===== config.mk =====
export PLATFORM = sky130hd
export DESIGN_NAME = uart_cmd_parser
export DESIGN_NICKNAME = d
export VERILOG_FILES = /design/src/rtl/uart_pwm_pkg.sv /design/src/rtl/uart_cmd_parser_dec_accum.sv /design/src/rtl/uart_cmd_parser.sv
export SDC_FILE = /design/constraint.sdc
export NUM_CORES = 1
export LEC_CHECK = 0
export CAP_MARGIN = 20
export CORE_UTILIZATION = 55
export CTS_BUF_LIST = sky130_fd_sc_hd__clkbuf_4 sky130_fd_sc_hd__clkbuf_8 sky130_fd_sc_hd__clkbuf_16
export CTS_CLUSTER_DIAMETER = 100
export CTS_CLUSTER_SIZE = 14
export DETAILED_ROUTE_END_ITERATION = 16
export PLACE_DENSITY_LB_ADDON = 0.3
export SETUP_SLACK_MARGIN = 0.05
export SLEW_MARGIN = 20
export SYNTH_ARGS = -nofsm -noshare
export SYNTH_HDL_FRONTEND = slang
export SYNTH_SLANG_ARGS = --single-unit

===== constraint.sdc =====
create_clock -name clk_50mhz -period 4.85 [get_ports clk_50mhz]
set_input_delay 0.97 -clock clk_50mhz [delete_from_list [all_inputs] [get_ports clk_50mhz]]
set_output_delay 0.97 -clock clk_50mhz [all_outputs]
set_load 0.01 [all_outputs]

===== src/rtl/uart_pwm_pkg.sv =====
// Shared constants and types for the UART command parser feeding the PWM core.
// Optional macro UART_CMD_LOWERCASE_EN is consumed by uart_cmd_parser, not here.
package uart_pwm_pkg;

    localparam logic [7:0] ASCII_CR   = 8'h0D;
    localparam logic [7:0] ASCII_LF   = 8'h0A;
    localparam logic [7:0] ASCII_0    = 8'h30;
    localparam logic [7:0] ASCII_9    = 8'h39;
    localparam logic [7:0] ASCII_D    = 8'h44;
    localparam logic [7:0] ASCII_F    = 8'h46;
    localparam logic [7:0] ASCII_D_LC = 8'h64;
    localparam logic [7:0] ASCII_F_LC = 8'h66;

    localparam int unsigned DUTY_MAX = 100;

    typedef enum logic [1:0] {
        S_CMD,
        S_NUM,
        S_COMMIT,
        S_DISCARD
    } parser_state_t;

    typedef enum logic {
        TGT_DUTY,
        TGT_FREQ
    } target_t;

    function automatic logic is_digit(input logic [7:0] b);
        return (b >= ASCII_0) && (b <= ASCII_9);
    endfunction

endpackage


===== src/rtl/uart_cmd_parser_dec_accum.sv =====
// Registered decimal accumulator: value = value*10 + digit per strobe,
// with a digit counter and a sticky flag once value no longer fits LIM_W bits.
module dec_accum
    import uart_pwm_pkg::*;
#(
    parameter int unsigned ACC_W = 24,
    parameter int unsigned CNT_W = 3,
    parameter int unsigned LIM_W = 20
) (
    input  logic             clk,
    input  logic             rst,
    input  logic             clear,
    input  logic             digit_valid,
    input  logic [3:0]       digit,
    output logic [ACC_W-1:0] value,
    output logic [CNT_W-1:0] count,
    output logic             ovf
);

    logic [ACC_W-1:0] next_value;

    always_comb begin
        next_value = value * ACC_W'(10) + ACC_W'(digit);
    end

    always_ff @(posedge clk or posedge rst) begin
        if (rst) begin
            value <= '0;
            count <= '0;
            ovf   <= 1'b0;
        end else if (clear) begin
            value <= '0;
            count <= '0;
            ovf   <= 1'b0;
        end else if (digit_valid) begin
            value <= next_value;
            count <= count + CNT_W'(1);
            if (|next_value[ACC_W-1:LIM_W]) begin
                ovf <= 1'b1;
            end
        end
    end

endmodule


===== src/rtl/uart_cmd_parser.sv =====
// Parses CR-terminated "D<n>" / "F<n>" commands from the RX FIFO into PWM config.
// Macro UART_CMD_LOWERCASE_EN: also accept 'd' and 'f' as command letters.
module uart_cmd_parser
    import uart_pwm_pkg::*;
#(
    parameter int unsigned FREQ_W     = 20,
    parameter int unsigned FREQ_MIN   = 1,
    parameter int unsigned FREQ_MAX   = 1_000_000,
    parameter int unsigned MAX_DIGITS = 7,
    parameter int unsigned DUTY_RST   = 50,
    parameter int unsigned FREQ_RST   = 1000
) (
    input  logic              clk_50mhz,
    input  logic              rst,
    input  logic [7:0]        fifo_data,
    input  logic              fifo_empty,
    output logic              fifo_read,
    output logic [6:0]        duty_pct,
    output logic [FREQ_W-1:0] freq_hz,
    output logic              cfg_update,
    output logic              cmd_error,
    output logic              busy
);

    localparam int unsigned ACC_W = FREQ_W + 4;
    localparam int unsigned CNT_W = $clog2(MAX_DIGITS + 1);

    parser_state_t     state_q, state_d;
    target_t           tgt_q, tgt_d;
    logic [7:0]        byte_q, byte_d;
    logic              byte_valid_q, byte_valid_d;
    logic [6:0]        duty_d;
    logic [FREQ_W-1:0] freq_d;
    logic              upd_d, err_d;

    logic              acc_clear, acc_digit;
    logic [ACC_W-1:0]  acc;
    logic [CNT_W-1:0]  cnt;
    logic              ovf;
    logic              is_duty, is_freq, cmd_ok;

    dec_accum #(
        .ACC_W (ACC_W),
        .CNT_W (CNT_W),
        .LIM_W (FREQ_W)
    ) u_accum (
        .clk         (clk_50mhz),
        .rst         (rst),
        .clear       (acc_clear),
        .digit_valid (acc_digit),
        // is_digit() guarantees the high nibble is 3, so the low nibble is the value
        .digit       (byte_q[3:0]),
        .value       (acc),
        .count       (cnt),
        .ovf         (ovf)
    );

`ifdef UART_CMD_LOWERCASE_EN
    assign is_duty = (byte_q == ASCII_D) || (byte_q == ASCII_D_LC);
    assign is_freq = (byte_q == ASCII_F) || (byte_q == ASCII_F_LC);
`else
    assign is_duty = (byte_q == ASCII_D);
    assign is_freq = (byte_q == ASCII_F);
`endif

    always_comb begin
        cmd_ok = (cnt != '0) && !ovf;
        if (tgt_q == TGT_DUTY) begin
            cmd_ok = cmd_ok && (acc <= ACC_W'(DUTY_MAX));
        end else begin
            cmd_ok = cmd_ok && (acc >= ACC_W'(FREQ_MIN)) && (acc <= ACC_W'(FREQ_MAX));
        end
    end

    assign busy = (state_q != S_CMD);

    always_comb begin
        state_d      = state_q;
        tgt_d        = tgt_q;
        byte_d       = byte_q;
        byte_valid_d = byte_valid_q;
        duty_d       = duty_pct;
        freq_d       = freq_hz;
        upd_d        = 1'b0;
        err_d        = 1'b0;
        fifo_read    = 1'b0;
        acc_clear    = 1'b0;
        acc_digit    = 1'b0;

        if (state_q == S_COMMIT) begin
            if (cmd_ok) begin
                upd_d = 1'b1;
                if (tgt_q == TGT_DUTY) begin
                    duty_d = acc[6:0];
                end else begin
                    freq_d = acc[FREQ_W-1:0];
                end
            end else begin
                err_d = 1'b1;
            end
            state_d = S_CMD;
        end else if (!byte_valid_q) begin
            // fetch phase; gated by rst so no pop strobe escapes while reset is held
            if (!fifo_empty && !rst) begin
                fifo_read    = 1'b1;
                byte_d       = fifo_data;
                byte_valid_d = 1'b1;
            end
        end else begin
            byte_valid_d = 1'b0;
            unique case (state_q)
                S_CMD: begin
                    if (is_duty) begin
                        tgt_d     = TGT_DUTY;
                        acc_clear = 1'b1;
                        state_d   = S_NUM;
                    end else if (is_freq) begin
                        tgt_d     = TGT_FREQ;
                        acc_clear = 1'b1;
                        state_d   = S_NUM;
                    end else if ((byte_q != ASCII_CR) && (byte_q != ASCII_LF)) begin
                        state_d = S_DISCARD;
                    end
                end
                S_NUM: begin
                    if (is_digit(byte_q)) begin
                        if (cnt == CNT_W'(MAX_DIGITS)) begin
                            state_d = S_DISCARD;
                        end else begin
                            acc_digit = 1'b1;
                        end
                    end else if (byte_q == ASCII_CR) begin
                        state_d = S_COMMIT;
                    end else begin
                        state_d = S_DISCARD;
                    end
                end
                S_DISCARD: begin
                    if (byte_q == ASCII_CR) begin
                        err_d   = 1'b1;
                        state_d = S_CMD;
                    end
                end
                default: state_d = S_CMD;
            endcase
        end
    end

    always_ff @(posedge clk_50mhz or posedge rst) begin
        if (rst) begin
            state_q      <= S_CMD;
            tgt_q        <= TGT_DUTY;
            byte_q       <= '0;
            byte_valid_q <= 1'b0;
            duty_pct     <= 7'(DUTY_RST);
            freq_hz      <= FREQ_W'(FREQ_RST);
            cfg_update   <= 1'b0;
            cmd_error    <= 1'b0;
        end else begin
            state_q      <= state_d;
            tgt_q        <= tgt_d;
            byte_q       <= byte_d;
            byte_valid_q <= byte_valid_d;
            duty_pct     <= duty_d;
            freq_hz      <= freq_d;
            cfg_update   <= upd_d;
            cmd_error    <= err_d;
        end
    end

endmodule


## Word level (Yosys, flattened, before mapping)

Index checks and enable logic that the tools add are counted.

| operators by class | value |
|---|---|
| bitwise logic cells | 3 |
| magnitude comparators | 5 |
| reductions and logical operators | 24 |
| equal/unequal tests | 12 |
| muxes and demuxes | 40 |
| multipliers | 1 |
| $add $sub $neg | 2 |

Operators by type and width:

| cell | number |
|---|---|
| $mux 24 | 2 |
| $mux 1 | 27 |
| $add 24x4->24 | 1 |
| $ge 24x1->1 const B | 1 |
| $le 24x20->1 const B | 1 |
| $le 24x7->1 const B | 1 |
| $mul 24x3->23 const B | 1 |
| $eq 8x7->1 const B | 2 |
| $mux 2 | 8 |
| $ne 8x4->1 const B | 2 |
| $reduce_bool 2->1 | 5 |
| $reduce_and 3->1 | 3 |
| $eq 8x4->1 const B | 1 |
| $ge 8x6->1 const B | 1 |
| $le 8x6->1 const B | 1 |
| $reduce_and 4->1 | 2 |
| $logic_and 1x1->1 | 7 |
| $mux 3 | 2 |
| $pmux 2 s3 | 1 |
| $ne 5x5->1 const B | 1 |
| $eq 2x2->1 const B | 2 |
| $ne 4x4->1 const B | 1 |
| $reduce_or 4->1 | 1 |
| $add 3x1->3 const B | 1 |
| 8 further kinds | 12 |

| word-level totals | value |
|---|---|
| input port bits | 11 |
| logic and storage cells | 98 |
| output and inout bits | 31 |
| register bits | 69 |

## Longest topological paths before layout

Gate-level depths: netlist of the first run.

| logic depth | value |
|---|---|
| depth after elaboration | 8 |
| mapped depth | 14 |
| gate-level depth less buffers | 13 |

## By module

Synthesis of the first run repeated with hierarchy kept, for this count alone.

| second synthesis, totals | value |
|---|---|
| cells, all modules | 489 |
| area, all modules | 4966.0 µm² |

Modules (own cells, without submodules):

| module | cells an instance | sequential area each (µm²) | area an instance (µm²) | instances |
|---|---|---|---|---|
| dec_accum | 348 | 700.7 | 3134.3 | 1 |
| uart_cmd_parser | 141 | 1037.2 | 1831.8 | 1 |

## Worst setup path after synthesis of the first run

OpenSTA, ideal clock, no wires.

| timing | value |
|---|---|
| path type | flip-flop to flip-flop |
| start | register u_accum.value[1] |
| end | register u_accum.ovf |
| path slack | 889 ps |
| arrival | 3837 ps |
| library setup time | 124 ps |
| stages on the path, launching flop included | 14 |
| path buffers | 0 |
| period minus slack after synthesis | 3961 ps |
| required time | 4726 ps |
| path through | dfrtp_1 -> ha_1 -> ha_1 -> fa_1 -> a211oi_2 -> o211a_4 -> o21ai_0 -> a21boi_1 -> nand4b_4 -> or2_0 -> or3b_1 -> nor4b_2 -> xnor3_1 -> a211o_1 |

| on the way | value |
|---|---|
| longest elaborated chain between the ends | 5 |

RTL lines:

| element | RTL line | source |
|---|---|---|
| from (decl) | uart_cmd_parser_dec_accum.sv:15 | `output logic [ACC_W-1:0] value,` |
| from (signal assigned) | uart_cmd_parser_dec_accum.sv:36 | `value <= next_value;` |
| $mul 24x3->23 | uart_cmd_parser_dec_accum.sv:23 | `next_value = value * ACC_W'(10) + ACC_W'(digit);` |
| $add 24x4->24 | uart_cmd_parser_dec_accum.sv:23 |  |
| $reduce_or 4->1 | uart_cmd_parser_dec_accum.sv:38 | `if (\|next_value[ACC_W-1:LIM_W]) begin` |
| $reduce_bool 2->1 (no line) | - |  |
| $reduce_and 2->1 (no line) | - |  |
| to (signal assigned) | uart_cmd_parser_dec_accum.sv:30 | `ovf <= 1'b0;` |
| to (signal assigned) | uart_cmd_parser_dec_accum.sv:34 | `ovf <= 1'b0;` |
| to (signal assigned) | uart_cmd_parser_dec_accum.sv:39 | `ovf <= 1'b1;` |
| to (decl) | uart_cmd_parser_dec_accum.sv:17 | `output logic ovf` |

No other way between the ends.
A chain may end at the register's enable or synchronous reset.

## Worst setup path in the final report of the first run

Same ends and word-level chain as after synthesis.

==> impl_metrics.tcl, run 1 <==
set metrics [dict create \
    vias 3639 \
    worstSetupPathType "reg -> reg" \
    hold_ws_ps 486 \
    crit_top_cell "ha_1" \
    cts_resized 0 \
    r2r_slack_ps 570 \
    syn_avg_cell_area_um2 9.95 \
    post-place-cells 600 \
    start_util_pct 56.6 \
    synthTopCellsByCount "nand2_1 (66), dfrtp_1 (60), ha_1 (45), nor2_1 (29), o21ai_0 (29)" \
    dr.first_iter.drc_count 180 \
    fmax_mhz 234 \
    ys_warn_count 0 \
    worst_slew_pin_slew_ps 959 \
    wl_met1_um 4610 \
    ys_types 69 \
    final.period_utilization_pct 88.3 \
    required_ps 5080 \
    first_pass_iters 11 \
    holdCritPathClass "reg -> reg" \
    nNetsFinal 564 \
    viasPerCell 5.91 \
    p_seq_share_pct 48.2 \
    yosysTopAreaCell "dfrtp_1" \
    p_switching_w 0.000365 \
    place.gp.congestion 0.917 \
    hold_depth 1 \
    insertion_delay_ps 350 \
    grt_pass1_vias 3612 \
    globalRouteOverflowTotal 0 \
    ctsHoldBuffers 0 \
    n_antenna_cell 0 \
    cp_slowest_cell "dfrtp_1" \
    min_from "state_q[1]" \
    row_count 33 \
    cp-start-kind "register" \
    max_slew_margin_pct 35.9 \
    grt_max_degree 52 \
    powerDensity_nw_per_um2 251 \
    drive_above_1_share_pct 14.7 \
    rsz0062_at_grt "no" \
    wl_met3_um 419 \
    syn_area_um2 4650 \
    power.internal_w 0.000980 \
    status "finished, violations left" \
    synthFlopType "dfrtp_1" \
    synthArstFlopShare_pct 100 \
    cp.arrival_ps 4510 \
    finalClockSkew_ps 15.0 \
    htreeDepth 3 \
    cts_tree "done" \
    dr_wl_met2_um 5100 \
    fp.dieW_um 93.9 \
    rr_worst_depth 13 \
    finalPower_w 0.00135 \
    detailedPlace.worstSlack_ps 583 \
    synth_edf_count 0 \
    critPathCaptureType "register" \
    fin_ws_ps 569 \
    failed_checks "design-rule violations" \
    grt_use_total_pct 25.5 \
    synth_top_area_share_pct 32.3 \
    instances_no_fill 616 \
    core_um2 8220 \
    synth.top_cells.by_area "dfrtp_1 (32%), ha_1 (12%), mux2_2 (6.8%)" \
    cts_sinks 69 \
    drc 2 \
    max_stage_delay_ps 490 \
    hold_viol_final 0 \
    cts_made_buffers 9 \
    fin_crit_ps 4280 \
    io_pins 42 \
    tns_ps 0 \
    maxCapViolCount 0 \
    setup_viol 0 \
    die_area_um2 8820 \
    swShare_pct 27.2 \
    synth.most_common_cell "nand2_1" \
    grt_pass1_wl_um 17300 \
    clock_path_buffers 2 \
    synth_nets 525 \
    pwr-share-clk_pct 40.0 \
    path_cells "ha_1 -> ha_1 -> fa_1 -> a211oi_2 -> o211a_4 -> o21ai_0 -> a21boi_1 -> nand4b_4 -> or2_0 -> or3b_1 -> nor4b_2 -> xnor3_1 -> a211o_1" \
    reg2reg_from "u_accum.value[1]" \
    ant_nets 0 \
    postCtsSetupBuffers 0 \
    cts_root_buf "clkbuf_8" \
    syn_to_final_growth_pct 15.3 \
    crit_fanout 8 \
    p_leak_nw 2.57 \
    min_to "state_q[0]" \
    combinationalPowerShare_pct 11.8 \
    drt_wl_total_um 10400 \
    synth_cells 467 \
    vdd_ir_drop_max_v 0.000162 \
    synth-seq-cells 69 \
    routed.top_layer "met4" \
    io_buffers 41 \
    r2r-end "u_accum.ovf" \
    dpl.hpwl_um 7730 \
    slew_violations 0 \
    seq_area_frac_synth_pct 37.4 \
    clkTransAtPathRegs_ps 80 \
    die_h_um 93.9 \
    antenna_found_initial 0 \
    wire_per_inst_um 16.8 \
]
[sequential cells by signal, summed over array words and instances (netlist names)]
| name | cells |
|---|---|
| byte_valid_q | 1 |
| u_accum.ovf | 1 |
| u_accum.count | 3 |
| u_accum.value | 24 |
| freq_hz | 20 |
| duty_pct | 7 |
| cmd_error | 1 |
| cfg_update | 1 |
| state_q | 2 |
| tgt_q | 1 |
| byte_q | 8 |
[critical path: cells and delay by family (launching register included)]
family | cells | cell delay [ps]
AO/OA/AOI/OAI | 5 | 1320
XOR/XNOR | 1 | 260
adder cells (fa/ha/maj) | 3 | 980
flip-flops | 1 | 490
AND/OR/NAND/NOR | 4 | 1090
[layout make-up]
class | count | area (µm²)
Fill cell | 665 | 2860
Multi-Input combinational cell | 370 | 2780
Sequential cell | 69 | 1740
Timing Repair Buffer | 44 | 433
Clock buffer | 10 | 138
Tap cell | 105 | 131
Clock inverter | 6 | 93.8
Inverter | 12 | 46.3
[cell families (layout without fill, tap and decap cells)]
family	Yosys count	after routing	share of synthesized area [%]
buf+inv	28	72	2.85
simple gates	157	157	17.1
mux	30	30	7.21
compound gates	97	97	14.6
flops	69	69	37.4
fa+ha+maj	47	47	13.0
xor+xnor	39	39	7.81
[per-stage QoR]
stage / cell area [µm²] / utilization, %
final: 5360 / 65.2
after detailed placement: 5120 / 62.4
after CTS: 5360 / 65.2
after global placement: 5120 / 62.4
after global routing: 5360 / 65.2
after floorplan: 4650 / -
[metal layers]
layer | vias to the layer above | GRT usage, %
li1 | 1764 | -
met1 | 1781 | 33.5
met2 | 76 | 42.6
met3 | 18 | 4.77
met4 | 0 | 7.69
met5 | - | 0
[how the worst max path moves through the flow]
stage	slack (ps)	start	endpoint
CTS	550	u_accum.value[1]	u_accum.ovf
detailed placement	580	u_accum.value[1]	u_accum.ovf
finish	570	u_accum.value[1]	u_accum.ovf
global placement	690	u_accum.value[1]	u_accum.ovf
floorplan	890	u_accum.value[1]	u_accum.ovf
global route	330	u_accum.value[1]	u_accum.ovf
[cell usage in the layout, fill, tap and decap left out, types with 10 or more instances in the layout]
cell             count
ha_1                45
xnor2_1             20
clkbuf_8            10
nand2_1             66
inv_1               10
xor2_1              17
dfrtp_1             60
clkdlybuf4s50_1     41
nor2_1              29
a21oi_1             18
o21ai_0             29
mux2_2              28
[power by group through the flow]
stage	clock network, W	logic (W)	registers (W)
final	0.000538	0.000159	0.000649
after global routing	0.000570	0.000182	0.000653
after CTS	0.000539	0.000160	0.000648
after detailed placement	0	0.000156	0.000658
after global placement	0	0.000147	0.000655
after floorplan	0	0.000117	0.000643
Note: power is estimated with default switching activity, not from simulation.
==> inputs of run 2 (changes only) <==
--- a/config.mk
+++ b/config.mk
@@ -6,7 +6,7 @@
 export NUM_CORES = 1
 export LEC_CHECK = 0
 export CAP_MARGIN = 20
-export CORE_UTILIZATION = 55
+export CORE_UTILIZATION = 40
 export CTS_BUF_LIST = sky130_fd_sc_hd__clkbuf_4 sky130_fd_sc_hd__clkbuf_8 sky130_fd_sc_hd__clkbuf_16
 export CTS_CLUSTER_DIAMETER = 100
 export CTS_CLUSTER_SIZE = 14
==> run 2 against run 1 <==
The run now ends clean. Sequential cell count unchanged. Global-route usage decreased by 6.8 points. Critical path depth unchanged. Largest power group is now clock. Via count decreased by 1.1%. Utilization decreased by 17 points. Clock skew decreased by 5.3 ps. Critical endpoint unchanged. Register-to-register slack got worse by 60 ps.
==> impl_metrics.tcl, run 2 (synthesis gave the netlist of run 1 again) <==
set metrics [dict create \
    grt_pass1_wl_um 17100 \
    die_area_um2 12100 \
    worstSetupPathType "reg -> reg" \
    cts_tree "done" \
    post-place-cells 638 \
    start_util_pct 40.9 \
    min_from "state_q[1]" \
    final.period_utilization_pct 89.4 \
    vdd_ir_drop_max_v 0.000186 \
    drive_above_1_share_pct 14.7 \
    grt_pass1_vias 3375 \
    ant_nets 0 \
    syn_to_final_growth_pct 18.4 \
    slew_violations 0 \
    n_antenna_cell 0 \
    grt_use_total_pct 18.6 \
    cts_root_buf "clkbuf_16" \
    cp-start-kind "register" \
    final_cell_mix "nand2_1 (66), dfrtp_1 (60), ha_1 (45), clkdlybuf4s50_1 (41)" \
    hold_viol_final 0 \
    io_pins 42 \
    vias 3599 \
    r2r-end "u_accum.ovf" \
    dpl.hpwl_um 7690 \
    first_pass_iters 4 \
    crit_fanout 8 \
    grt_max_degree 41 \
    cp_slowest_cell "dfrtp_1" \
    rr_worst_depth 13 \
    fp.dieW_um 110 \
    holdCritPathClass "reg -> reg" \
    max_slew_margin_pct 34.4 \
    nNetsFinal 564 \
    regMostFlops "u_accum.value" \
    cts_resized 0 \
    hold_depth 1 \
    cts_made_buffers 9 \
    setup_viol 0 \
    antenna_found_initial 0 \
    fin_crit_ps 4340 \
    largest_reg_flops 24 \
    postLayoutCoreUtil_pct 48.4 \
    critPathCaptureType "register" \
    drt_wl_total_um 10300 \
    cp.arrival_ps 4560 \
    status "finished clean" \
    htreeDepth 3 \
    place.gp.congestion 0.851 \
    insertion_delay_ps 340 \
    hold_ws_ps 483 \
    clkTransAtPathRegs_ps 60 \
    row_count 39 \
    path_cells "ha_1 -> ha_1 -> fa_1 -> a211oi_2 -> o211a_4 -> o21ai_0 -> a21boi_1 -> nand4b_4 -> or2_0 -> or3b_1 -> nor4b_2 -> xnor3_1 -> a211o_1" \
    reg_top3 "u_accum.value x24, freq_hz x20, byte_q x8" \
    tns_ps 0 \
    die_h_um 110 \
    globalRouteOverflowTotal 0 \
    postCtsSetupBuffers 0 \
    reg2reg_from "u_accum.value[1]" \
    r2r_slack_ps 510 \
    ctsHoldBuffers 0 \
    drc 0 \
    cts_sinks 69 \
    required_ps 5070 \
    core_um2 11400 \
    rsz0062_at_grt "no" \
    maxCapViolCount 0 \
    crit_top_cell "ha_1" \
    dr.first_iter.drc_count 142 \
    final_common_cell "nand2_1" \
    clock_path_buffers 2 \
    worst_slew_pin_slew_ps 981 \
    max_stage_delay_ps 460 \
    p_leak_nw 2.62 \
    viasPerCell 5.50 \
    powerDensity_nw_per_um2 278 \
    fmax_mhz 231 \
    wire_per_inst_um 15.7 \
    min_to "state_q[0]" \
    instances_no_fill 654 \
    io_buffers 41 \
    finalClockSkew_ps 9.71 \
]
[run 2: cell count changes in the layout (fill, tap and decap cells not counted)]
cell       before  now
clkbuf_8       10    1
inv_2           0    1
clkinv_2        1    0
clkbuf_16       0    9
[run 2: area by class of cell]
class,instances,area [µm²]
Multi-Input combinational cell,370,2780
Timing Repair Buffer,44,433
Inverter,12,45.0
Clock inverter,6,93.8
Clock buffer,10,239
Fill cell,1063,5860
Tap cell,143,179
Sequential cell,69,1740
[run 2: critical path: cells and delay by family, from the launching register on]
| kind | cells | cell delay (ps) |
|---|---|---|
| AO/OA/AOI/OAI | 5 | 1380 |
| adder cells (fa/ha/maj) | 3 | 1000 |
| flip-flops | 1 | 460 |
| XOR/XNOR | 1 | 290 |
| AND/OR/NAND/NOR | 4 | 1100 |
[run 2: metal layers]
| metal | vias up | routed length [µm] | GRT usage, % |
|---|---|---|---|
| li1 | 1771 | - | - |
| met1 | 1752 | 4910 | 25.9 |
| met2 | 65 | 4900 | 29.3 |
| met3 | 11 | 343 | 3.68 |
| met4 | 0 | 125 | 5.33 |
| met5 | - | 0 | 0 |
[run 2: stage by stage]
stage	instance area, µm²	total power [W]	worst slack, ps
2_1_floorplan	4650	0.000760	889
3_3_place_gp	5170	0.000805	661
3_5_place_dp	5170	0.000812	541
4_1_cts	5510	0.00155	500
5_1_grt	5510	0.00161	314
6_report	5510	0.00153	513
[run 2: worst max path at each step]
stage / slack [ps] / endpoint / startpoint / cells past startpoint
floorplan: 890 / u_accum.ovf / u_accum.value[1] / 13
global placement: 660 / u_accum.ovf / u_accum.value[1] / 13
detailed placement: 540 / u_accum.ovf / u_accum.value[1] / 13
CTS: 500 / u_accum.ovf / u_accum.value[1] / 13
global route: 310 / u_accum.ovf / u_accum.value[1] / 13
finish: 510 / u_accum.ovf / u_accum.value[1] / 13
[run 2: where the power goes]
| group | total (W) | internal [W] | switching (W) |
|---|---|---|---|
| Combinational | 0.000156 | 0.0000694 | 0.0000866 |
| Clock | 0.000730 | 0.000468 | 0.000262 |
| Sequential | 0.000647 | 0.000605 | 0.0000415 |
| Total | 0.00153 | 0.00114 | 0.000390 |
